===== src/rtl/note_sequencer_pkg.sv =====
// note_sequencer_pkg: note codes, FSM encoding, song ROM field layout and code legalisation.
package note_sequencer_pkg;
    localparam logic [7:0] REST     = 8'h00;
    localparam logic [7:0] END_MARK = 8'hFF;
    localparam logic [7:0] LOW1 = 8'h01, LOW2 = 8'h02, LOW3 = 8'h03, LOW4 = 8'h04;
    localparam logic [7:0] LOW5 = 8'h05, LOW6 = 8'h06, LOW7 = 8'h07;
    localparam logic [7:0] MED1 = 8'h10, MED2 = 8'h20, MED3 = 8'h30, MED4 = 8'h40;
    localparam logic [7:0] MED5 = 8'h50, MED6 = 8'h60, MED7 = 8'h70;
    localparam int LOW_LSB = 0;
    localparam int MED_LSB = 4;
    localparam int DUR_LSB = 8;
    localparam int DUR_W   = 3;

    typedef enum logic [2:0] {ST_IDLE, ST_FETCH, ST_LOAD, ST_PLAY, ST_PAUSE} state_t;

    function automatic logic [7:0] legalise(input logic [7:0] c);
        return (c inside {REST, LOW1, LOW2, LOW3, LOW4, LOW5, LOW6, LOW7,
                          MED1, MED2, MED3, MED4, MED5, MED6, MED7}) ? c : REST;
    endfunction
endpackage


===== src/rtl/note_sequencer_beat_tick_gen.sv =====
// beat_tick_gen: free-running 0..DIV-1 counter with a one-cycle tick at DIV-1 and synchronous clear.
module beat_tick_gen #(
    parameter int DIV = 1250000
) (
    input  logic clk_5m,
    input  logic rst_n,
    input  logic clr,
    output logic tick
);
    localparam int CW = $clog2(DIV);

    logic [CW-1:0] count_q, count_d;

    assign tick = count_q == CW'(DIV - 1);

    always_comb count_d = (clr || tick) ? '0 : count_q + CW'(1);

    always_ff @(posedge clk_5m or negedge rst_n)
        if (!rst_n) count_q <= '0;
        else        count_q <= count_d;
endmodule


===== src/rtl/note_sequencer.sv =====
// note_sequencer: arbitrates live keys and a ROM-driven song onto the tone generator's note code and beat strobe.
module note_sequencer
    import note_sequencer_pkg::*;
#(
    parameter int BEAT_DIV = 1250000,
    parameter int ADDR_W   = 6
) (
    input  logic              clk_5m,
    input  logic              rst_n,
    input  logic              mode,
    input  logic              start,
    input  logic              key_valid,
    input  logic [7:0]        key_code,
    output logic [ADDR_W-1:0] rom_addr,
    input  logic [10:0]       rom_data,
    output logic [3:0]        med,
    output logic [3:0]        low,
    output logic              beat,
    output logic              busy,
    output logic              song_done
);
    state_t            state_q, state_d, resume_q, resume_d;
    logic [ADDR_W-1:0] rom_addr_q, rom_addr_d;
    logic [7:0]        note_q, note_d, code_q, code_d, code_prev_q;
    logic [DUR_W-1:0]  dur_q, dur_d;
    logic              beat_q, beat_d, done_q, done_d, start_q;
    logic              start_go, tick;
    logic [7:0]        rom_note;

    assign rom_note = rom_data[LOW_LSB +: 8];
    assign start_go = mode && start && !start_q;

    beat_tick_gen #(.DIV(BEAT_DIV)) u_tick (
        .clk_5m (clk_5m),
        .rst_n  (rst_n),
        .clr    (start_go),
        .tick   (tick)
    );

    always_comb begin
        state_d    = state_q;
        resume_d   = resume_q;
        rom_addr_d = rom_addr_q;
        note_d     = note_q;
        dur_d      = dur_q;
        done_d     = 1'b0;
        if (!mode) begin
            state_d = ST_IDLE;
        end else if (start_go) begin
            state_d    = ST_FETCH;
            rom_addr_d = '0;
            note_d     = REST;
        end else begin
            case (state_q)
                ST_IDLE: state_d = ST_IDLE;
                ST_FETCH: begin
                    resume_d = key_valid ? ST_FETCH : resume_q;
                    state_d  = key_valid ? ST_PAUSE : ST_LOAD;
                end
                ST_LOAD: begin
                    if (rom_note == END_MARK) begin
                        done_d  = 1'b1;
                        state_d = ST_IDLE;
                    end else begin
                        note_d     = legalise(rom_note);
                        dur_d      = rom_data[DUR_LSB +: DUR_W];
                        rom_addr_d = rom_addr_q + ADDR_W'(1);
                        state_d    = ST_PLAY;
                    end
                end
                ST_PLAY: begin
                    if (key_valid) begin
                        resume_d = ST_PLAY;
                        state_d  = ST_PAUSE;
                    end else if (tick) begin
                        state_d = (dur_q == '0) ? ST_FETCH : ST_PLAY;
                        dur_d   = (dur_q == '0) ? dur_q : dur_q - DUR_W'(1);
                    end
                end
                ST_PAUSE: state_d = key_valid ? ST_PAUSE : resume_q;
                default:  state_d = ST_IDLE;
            endcase
        end
        // LOAD keeps showing the previous note so note boundaries never flash a rest
        code_d = key_valid ? legalise(key_code) : (mode && state_q != ST_IDLE) ? note_q : REST;
        beat_d = tick || (code_q != code_prev_q);
    end

    always_ff @(posedge clk_5m or negedge rst_n) begin
        if (!rst_n) begin
            state_q     <= ST_IDLE;
            resume_q    <= ST_IDLE;
            rom_addr_q  <= '0;
            note_q      <= REST;
            dur_q       <= '0;
            code_q      <= REST;
            code_prev_q <= REST;
            beat_q      <= 1'b0;
            done_q      <= 1'b0;
            start_q     <= 1'b0;
        end else begin
            state_q     <= state_d;
            resume_q    <= resume_d;
            rom_addr_q  <= rom_addr_d;
            note_q      <= note_d;
            dur_q       <= dur_d;
            code_q      <= code_d;
            code_prev_q <= code_q;
            beat_q      <= beat_d;
            done_q      <= done_d;
            start_q     <= start;
        end
    end

    assign rom_addr  = rom_addr_q;
    assign med       = code_q[MED_LSB +: 4];
    assign low       = code_q[LOW_LSB +: 4];
    assign beat      = beat_q;
    assign busy      = state_q != ST_IDLE;
    assign song_done = done_q;
endmodule


===== config.mk =====
export PLATFORM = sky130hd
export DESIGN_NAME = note_sequencer
export DESIGN_NICKNAME = d
export VERILOG_FILES = /design/src/rtl/note_sequencer_pkg.sv /design/src/rtl/note_sequencer_beat_tick_gen.sv /design/src/rtl/note_sequencer.sv
export SDC_FILE = /design/constraint.sdc
export NUM_CORES = 1
export LEC_CHECK = 0
export CORE_ASPECT_RATIO = 1.5
export CORE_MARGIN = 2
export CORE_UTILIZATION = 39
export CTS_BUF_LIST = sky130_fd_sc_hd__clkbuf_8
export DETAILED_ROUTE_END_ITERATION = 10
export HOLD_SLACK_MARGIN = 0.15
export SYNTH_ARGS = -nofsm -noshare
export SYNTH_HDL_FRONTEND = slang
export SYNTH_SLANG_ARGS = --single-unit

===== constraint.sdc =====
create_clock -name clk_5m -period 2.37 [get_ports clk_5m]
set_clock_uncertainty 0.1 [all_clocks]
set_input_delay 0.474 -clock clk_5m [delete_from_list [all_inputs] [get_ports clk_5m]]
set_output_delay 0.474 -clock clk_5m [all_outputs]
set_load 0.1 [all_outputs]

Word-level counts from Yosys, hierarchy flattened --
Index checks and enable logic that the tools add are counted.
Storage, ports and cells: bits of input ports 24, flip-flop bits (word level) 63, word-level logic and storage cells 108, output and inout port bits 17
Operators by class: muxes and demuxes 32, add/sub/neg operators 3, equal/unequal tests 43, reduce and logical (&&, ||, !) cells 18, bitwise operators 1
Operators by type and width (number):
- 8-bit by 3-bit equality test with 1-bit output (second input constant) | 8
- 8-bit by 7-bit equality test with 1-bit output (second input constant) | 8
- 8-bit 2-to-1 mux | 7
- 3-bit 2-to-1 mux | 12
- 8-bit by 2-bit equality test with 1-bit output (second input constant) | 4
- 8-bit by 6-bit equality test with 1-bit output (second input constant) | 4
- 15-bit nonzero test | 2
- 21-bit by 1-bit adder with 21-bit output (second input constant) | 1
- 21-bit equality test (second input constant) | 1
- 21-bit 2-to-1 mux | 1
- 6-bit 2-to-1 mux | 3
- 8-bit by 1-bit equality test with 1-bit output (second input constant) | 2
- 8-bit by 5-bit equality test with 1-bit output (second input constant) | 2
- 8-bit logical NOT | 2
- 2-bit inequality test (second input constant) | 6
- 3-bit one-hot mux with 2 select lines | 2
- 3-bit one-hot mux with 4 select lines | 1
- 8-bit equality test (second input constant) | 1
- 8-bit inequality test | 1
- 7-bit AND reduction | 1
- 6-bit by 1-bit adder with 6-bit output (second input constant) | 1
- 3-bit by 2-bit equality test with 1-bit output (second input constant) | 2
- 2-bit nonzero test | 3
- 5-bit by 4-bit inequality test with 1-bit output (second input constant) | 1
- 14 further kinds | 21

Logic depth before layout (Yosys ltp) --
Gate-level depths: netlist of the first run.
word-level depth 7, mapped depth 7, mapped depth without buffers 7

By module --
From an unflattened synthesis of the first run, not the netlist that was laid out.
Unflattened totals: cells, all modules 263, area total of the unflattened synthesis 2936.6 µm²
By module, submodules not included:
- note_sequencer | cells each 148, instances 1, seq. area each 1026.0 µm², area an instance 1801.7 µm²
- beat_tick_gen | cells each 115, instances 1, seq. area each 525.5 µm², area an instance 1134.8 µm²

Least setup slack after synthesis of the first run --
Ideal clock, no wire load.
path type register to register, from reg state_q[1], to reg code_q[0], clock period less this slack 2105 ps, stages on the path, launching flop included 5, setup time 121 ps, data required time 2149 ps, path buffers 1, slack 265 ps, arrival 1884 ps, cells stage by stage dfrtp_1 or3_1 and3_1 clkbuf_1 a22o_1
On the way: cells in the longest elaborated chain, start to end 4
RTL lines:
- start, declared | line note_sequencer.sv:22 | state_t state_q, state_d, resume_q, resume_d;
- start signal, assigned | line note_sequencer.sv:102 | state_q <= state_d;
- 3-bit nonzero test
- net busy | line note_sequencer.sv:19 | output logic busy,
- 1-bit logical AND | line note_sequencer.sv:85 | code_d = key_valid ? legalise(key_code) : (mode && state_q != ST_IDLE) ? note_q : REST;
- 8-bit 2-to-1 mux (2 in a row) | line note_sequencer.sv:85
- net code_d[0] | line note_sequencer.sv:24 | logic [7:0] note_q, note_d, code_q, code_d, code_prev_q;
- end signal, assigned | line note_sequencer.sv:107 | code_q <= code_d;
- end, declared | line note_sequencer.sv:24
The timed path passes the listed nets, and every way through them passes these cells. A chain may end at the register's enable or synchronous reset.

Worst setup path in the final report of the first run --
from reg u_tick.count_q[0], to reg dur_q[2]
On the way: cells in the longest elaborated chain, start to end 3
RTL lines:
- start, declared | line note_sequencer_beat_tick_gen.sv:12 | logic [CW-1:0] count_q, count_d;
- start signal, assigned | line note_sequencer_beat_tick_gen.sv:20 | else count_q <= count_d;
- 21-bit equality test | line note_sequencer_beat_tick_gen.sv:14 | assign tick = count_q == CW'(DIV - 1);
- 2-bit inequality test (no source line)
- 7-bit AND reduction (no source line)
- end signal, assigned | line note_sequencer.sv:106 | dur_q <= dur_d;
- end, declared | line note_sequencer.sv:25 | logic [DUR_W-1:0] dur_q, dur_d;
No other way between the ends.

==> impl_metrics.tcl, run 1 <==
set metrics [dict create \
    port_buffers 40 \
    final_max_slew_viol_count 0 \
    path_class "flop to flop" \
    worst_slew_pin_slew_ps 869 \
    synth_top_area_cell "dfrtp_1" \
    p_sw_frac 0.262 \
    netlist_top_cells_count "dfrtp_1, nor2_1, xor2_1, nand2_1, nand4_1" \
    post-cts-setup-buffers 0 \
    status "finished, final reports clean" \
    clock_path_buffers 2 \
    start_kind "flop" \
    routed_wl_um 6080 \
    syn_nets 291 \
    nFillCells 654 \
    die_y_um 108 \
    rows 37 \
    routedWlPerCell_um 14.7 \
    start_util 0.405 \
    hold-worst-slack_ps 326 \
    power_density_nw_per_um2 659 \
    synth-seq-cells 62 \
    required_ps 2540 \
    ios 41 \
    gp_congestion 0.834 \
    setup_viol 0 \
    nets 359 \
    cp_max_fo 4 \
    p_clk_frac 0.370 \
    syn_inst 263 \
    clk-insertion-delay-late_ps 330 \
    switchingPower_uw 627 \
    ys_seq_area_frac 0.551 \
    synth_area_sq_um 2810 \
    p_int_mw 1.77 \
    drtAntennaViolNets 0 \
    fin_setup_tns_ps 0 \
    netlist.area_leader.share 0.551 \
    grt_pass1_wl_um 10500 \
    cts_buffers 9 \
    synth_area_leaders "dfrtp_1, xor2_1, nor2_1" \
    clk_pin_slew_worst_paths_ps 60 \
    fin_area_sq_um 3630 \
    max_freq_mhz 462 \
    antenna_found_initial 0 \
    p_comb_frac 0.131 \
    ir_drop_uv 426 \
    yosys_warnings 0 \
    hp-class "flop to flop" \
    drc 0 \
    vias 2169 \
    place_hpwl_um 4630 \
    track_usage 0.173 \
    fin_crit_sh 0.914 \
    place_area_sq_um 3430 \
    drive_gt1_frac 0.191 \
    grt-ovfl-total 0 \
    via_per_inst 5.25 \
    relSlewSlack 0.415 \
    drtIter0Drc 101 \
    avgSynthCellArea_sq_um 10.7 \
    die_w_um 73.4 \
    htree_levels 3 \
    maxCapViolations 0 \
    cts_tree "built" \
    core_sq_um 6940 \
    period_needed_ps 2170 \
    yosysMostFrequentCell "dfrtp_1" \
    seqPwrFrac 0.499 \
    async_flop_share 1.00 \
    cts_sinks 62 \
    cts-root-buf "clkbuf_8" \
    synth-edff-count 0 \
    power_leakage_nw 1.70 \
    critical_path_arrival_ps 2330 \
    hold_violations 0 \
    drt-pass1-iter-count 4 \
    syn2layout_area_growth_pct 29.0 \
    yosysUniqueCellTypes 44 \
    fp.dieArea_sq_um 7920 \
    first_global_vias 2182 \
    grt_max_degree 39 \
    rsz0062_at_grt "no" \
    synthFlopType "dfrtp_1" \
    diodes 0 \
    endpoint_kind "flop" \
]
-- cells in the final DEF, fill, tap and decap left out, types with 9 or more instances in the layout --
| cell type | count |
|---|---|
| nor2_1 | 37 |
| xnor2_1 | 12 |
| clkdlybuf4s50_1 | 22 |
| nand4_1 | 14 |
| nor3_1 | 9 |
| nand2_1 | 14 |
| clkbuf_8 | 10 |
| dfrtp_1 | 62 |
| nand3_1 | 12 |
| a22o_1 | 13 |
| xor2_1 | 19 |
| buf_4 | 38 |
-- metal layers --
metal,vias up,part of all wire,track usage
met5,-,0,0
met4,0,0.029,0.0818
met3,15,0.031,0.0354
met2,44,0.51,0.288
met1,1041,0.43,0.213
li1,1069,-,-
-- critical path: stages, from the launching register on --
cell and delay [ps]:
dfrtp_1 370, ha_1 230, nand3_2 120, or4_1 490
or4_1 450, a21oi_1 160, o221a_1 190
-- final timing paths --
path	depth (start not counted)	startpoint	slack (ps)	to
worst max-delay path	6	u_tick.count_q[0]	200	dur_q[2]
worst min-delay path	0	code_q[4]	330	code_prev_q[4]
worst max register to register	6	u_tick.count_q[0]	200	dur_q[2]
worst min register to register	0	code_q[4]	330	code_prev_q[4]
max in group asynchronous	3	rst_n	980	u_tick.count_q[0]
min in group asynchronous	2	rst_n	590	code_prev_q[4]
-- cell type report --
| class | instances | area, sq um | share of cell area |
|---|---|---|---|
| sequential | 62 | 1550 | 0.427 |
| multi-input combinational | 187 | 1200 | 0.332 |
| timing repair buffer | 64 | 561 | 0.154 |
| clock buffer | 10 | 138 | 0.0379 |
| tap | 78 | 97.6 | 0.0269 |
| clock inverter | 5 | 51.3 | 0.0141 |
| inverter | 7 | 26.3 | 0.00724 |
-- cells by family after synthesis --
logic type,Yosys count,share of synthesized area
AND/OR/NAND/NOR,124,0.232
flip-flops,62,0.551
XOR/XNOR,31,0.0965
AO/OA/AOI/OAI,27,0.0760
buffers and inverters,14,0.0222
adder cells (fa/ha/maj),4,0.0178
multiplexers,1,0.00400
-- through the flow --
stage	setup WS (ps)	util	instances	power (mW)
finish	203	0.523	413	2.39
global route	56.7	0.523	413	2.52
CTS	91.6	0.522	413	2.43
detailed placement	-37.7	0.493	397	1.53
global placement	-23.9	0.493	397	1.52
floorplan	265	-	263	1.38
-- flip-flops by register name, indices dropped and copies added, names as in the netlist --
| register | count |
|---|---|
| u_tick.count_q | 21 |
| code_prev_q | 8 |
| code_q | 8 |
| note_q | 8 |
| rom_addr | 6 |
| dur_q | 3 |
| state_q | 3 |
| resume_q | 2 |
| beat | 1 |
| song_done | 1 |
| start_q | 1 |
-- repair_timing --
action,in CTS,in global routing
hold buffers,1,0
endpoints found under the hold margin,24,0
resized for setup,0,1
endpoints found under the setup margin,0,6
-- power by group through the flow --
| stage | Sequential (mW) | Combinational [mW] | Clock, mW |
|---|---|---|---|
| detailed placement | 1.21 | 0.316 | 0 |
| CTS | 1.19 | 0.318 | 0.915 |
| global placement | 1.21 | 0.311 | 0 |
| finish | 1.19 | 0.313 | 0.886 |
| floorplan | 1.23 | 0.150 | 0 |
| global route | 1.20 | 0.345 | 0.969 |
No activity file was read; power rests on OpenSTA's default activity.
==> inputs of run 2 (changes only) <==
--- a/config.mk
+++ b/config.mk
@@ -5,12 +5,15 @@
 export SDC_FILE = /design/constraint.sdc
 export NUM_CORES = 1
 export LEC_CHECK = 0
+export ABC_CLOCK_PERIOD_IN_PS = 2370
 export CORE_ASPECT_RATIO = 1.5
 export CORE_MARGIN = 2
 export CORE_UTILIZATION = 39
 export CTS_BUF_LIST = sky130_fd_sc_hd__clkbuf_8
 export DETAILED_ROUTE_END_ITERATION = 10
+export DONT_BUFFER_PORTS = 1
 export HOLD_SLACK_MARGIN = 0.15
+export PLACE_DENSITY = 0.55
 export SYNTH_ARGS = -nofsm -noshare
 export SYNTH_HDL_FRONTEND = slang
 export SYNTH_SLANG_ARGS = --single-unit
==> impl_metrics.tcl, run 2 (synthesis results as in run 1) <==
set metrics [dict create \
    regToRegSetupSlack_ps 170 \
    die_y_um 108 \
    cp_slowest_cell "or4_1" \
    drive_gt1_frac 0.135 \
    drtIter0Drc 111 \
    nets 327 \
    hold-worst-slack_ps 176 \
    setup_viol 0 \
    switchingPower_uw 597 \
    worst_slew_pin_slew_ps 842 \
    fin_setup_tns_ps 0 \
    drc 0 \
    die_w_um 73.4 \
    mostFrequentLayoutCells "dfrtp_1, nor2_1, buf_4" \
    fin_crit_sh 0.929 \
    post-cts-setup-buffers 0 \
    clk-insertion-delay-late_ps 340 \
    start_util 0.405 \
    cts_tree "built" \
    worstHoldStart "rom_data[2]" \
    via_per_inst 5.43 \
    critPathMaxStageDelay_ps 490 \
    htree_levels 3 \
    cts-root-buf "clkbuf_8" \
    ios 41 \
    largest_register_ffs 21 \
    syn2layout_area_growth_pct 17.7 \
    nFillCells 657 \
    r2r_cells 6 \
    final_max_slew_viol_count 0 \
    ir_drop_uv 376 \
    relSlewSlack 0.434 \
    diodes 0 \
    maxCapViolations 0 \
    reg2reg_from "u_tick.count_q[0]" \
    period_needed_ps 2200 \
    crit_top_cell "or4_1" \
    clk_pin_slew_worst_paths_ps 60 \
    cp.depth 6 \
    power_leakage_nw 1.56 \
    whs_path_depth 1 \
    seqPwrFrac 0.549 \
    cts_buffers 9 \
    crit_buf_inv 0 \
    port_buffers 0 \
    first_global_vias 2114 \
    crit_family "simple AND/OR/NAND/NOR gates" \
    cts_sinks 62 \
    path_class "flop to flop" \
    start_kind "flop" \
    routed_wl_um 6050 \
    layout.cells.most_common "dfrtp_1" \
    hold_violations 0 \
    antenna_found_initial 0 \
    track_usage 0.173 \
    p_int_mw 1.58 \
    fp.dieArea_sq_um 7920 \
    core_sq_um 6940 \
    place_hpwl_um 4290 \
    p_clk_frac 0.333 \
    status "finished, final reports clean" \
    drt-pass1-iter-count 4 \
    grt-ovfl-total 0 \
    grt_pass1_wl_um 10200 \
    grt_max_degree 63 \
    vias 2067 \
    critical_path_arrival_ps 2380 \
    largest_register "u_tick.count_q" \
    path_cells "ha_1, nand3_2, or4_1, or4_1, a21oi_1, o221a_1" \
    p_comb_frac 0.118 \
    p_sw_frac 0.274 \
    required_ps 2540 \
    rsz0062_at_grt "no" \
    hp-class "input port to flop" \
    endpoint_kind "flop" \
    holdPathEnd "note_q[2]" \
    rows 37 \
    clock_path_buffers 2 \
    r2r-end "dur_q[2]" \
    routedWlPerCell_um 15.9 \
    cp_max_fo 4 \
    drtAntennaViolNets 0 \
    max_freq_mhz 454 \
    power_density_nw_per_um2 658 \
    gp_congestion 0.804 \
]
[run 2: worst reg2reg max path: stages, from the launching register on]
cell and delay [ps]:
dfrtp_1 380, ha_1 230, nand3_2 110, or4_1 490
or4_1 460, a21oi_1 170, o221a_1 190
[run 2: per-stage QoR]
step / instance area [sq um] / power [mW] / instances / setup WS, ps / utilization
final: 3310 / 2.18 / 381 / 169 / 0.477
after global routing: 3310 / 2.30 / 381 / 28.3 / 0.477
after CTS: 3310 / 2.21 / 381 / 158 / 0.477
after detailed placement: 3030 / 1.43 / 355 / 183 / 0.437
after global placement: 3030 / 1.43 / 355 / 234 / 0.437
after floorplan: 2810 / 1.38 / 263 / 265 / -
[run 2: routing by layer]
metal | routed length (um) | up-vias | GRT usage
met5 | 0 | - | 0
met4 | 161 | 0 | 0.0987
met3 | 315 | 11 | 0.0559
met2 | 3060 | 50 | 0.273
met1 | 2520 | 1002 | 0.206
li1 | - | 1004 | -
[run 2: area by class of cell]
cell class	instances	area [sq um]	area share
clock inverters	6	25.0	0.00756
multi-input cells	187	1200	0.363
well taps	78	97.6	0.0295
clock buffers	9	124	0.0374
inverters	7	26.3	0.00793
repair buffers	32	285	0.0861
flip-flops and latches	62	1550	0.468
[run 2: worst max-delay path by stage]
| stage | from | endpoint | slack (ps) |
|---|---|---|---|
| after global routing | state_q[0] | note_q[5] | 30 |
| after CTS | u_tick.count_q[0] | dur_q[2] | 160 |
| after global placement | u_tick.count_q[0] | dur_q[2] | 230 |
| final | u_tick.count_q[0] | dur_q[2] | 170 |
| after floorplan | state_q[1] | code_q[0] | 260 |
| after detailed placement | u_tick.count_q[0] | u_tick.count_q[19] | 180 |
[run 2: repair_timing]
action | 4_1_cts | 5_1_grt
endpoints found under the setup margin | 0 | 12
endpoints found under the hold margin | 71 | 0
hold buffers | 11 | 0
gates resized for setup | 0 | 1
[run 2: power groups by stage]
stage	registers, mW	clock network (mW)	logic (mW)
after floorplan	1.23	0	0.150
after global placement	1.21	0	0.218
after detailed placement	1.21	0	0.220
after CTS	1.20	0.756	0.263
after global routing	1.21	0.802	0.291
final	1.20	0.725	0.258
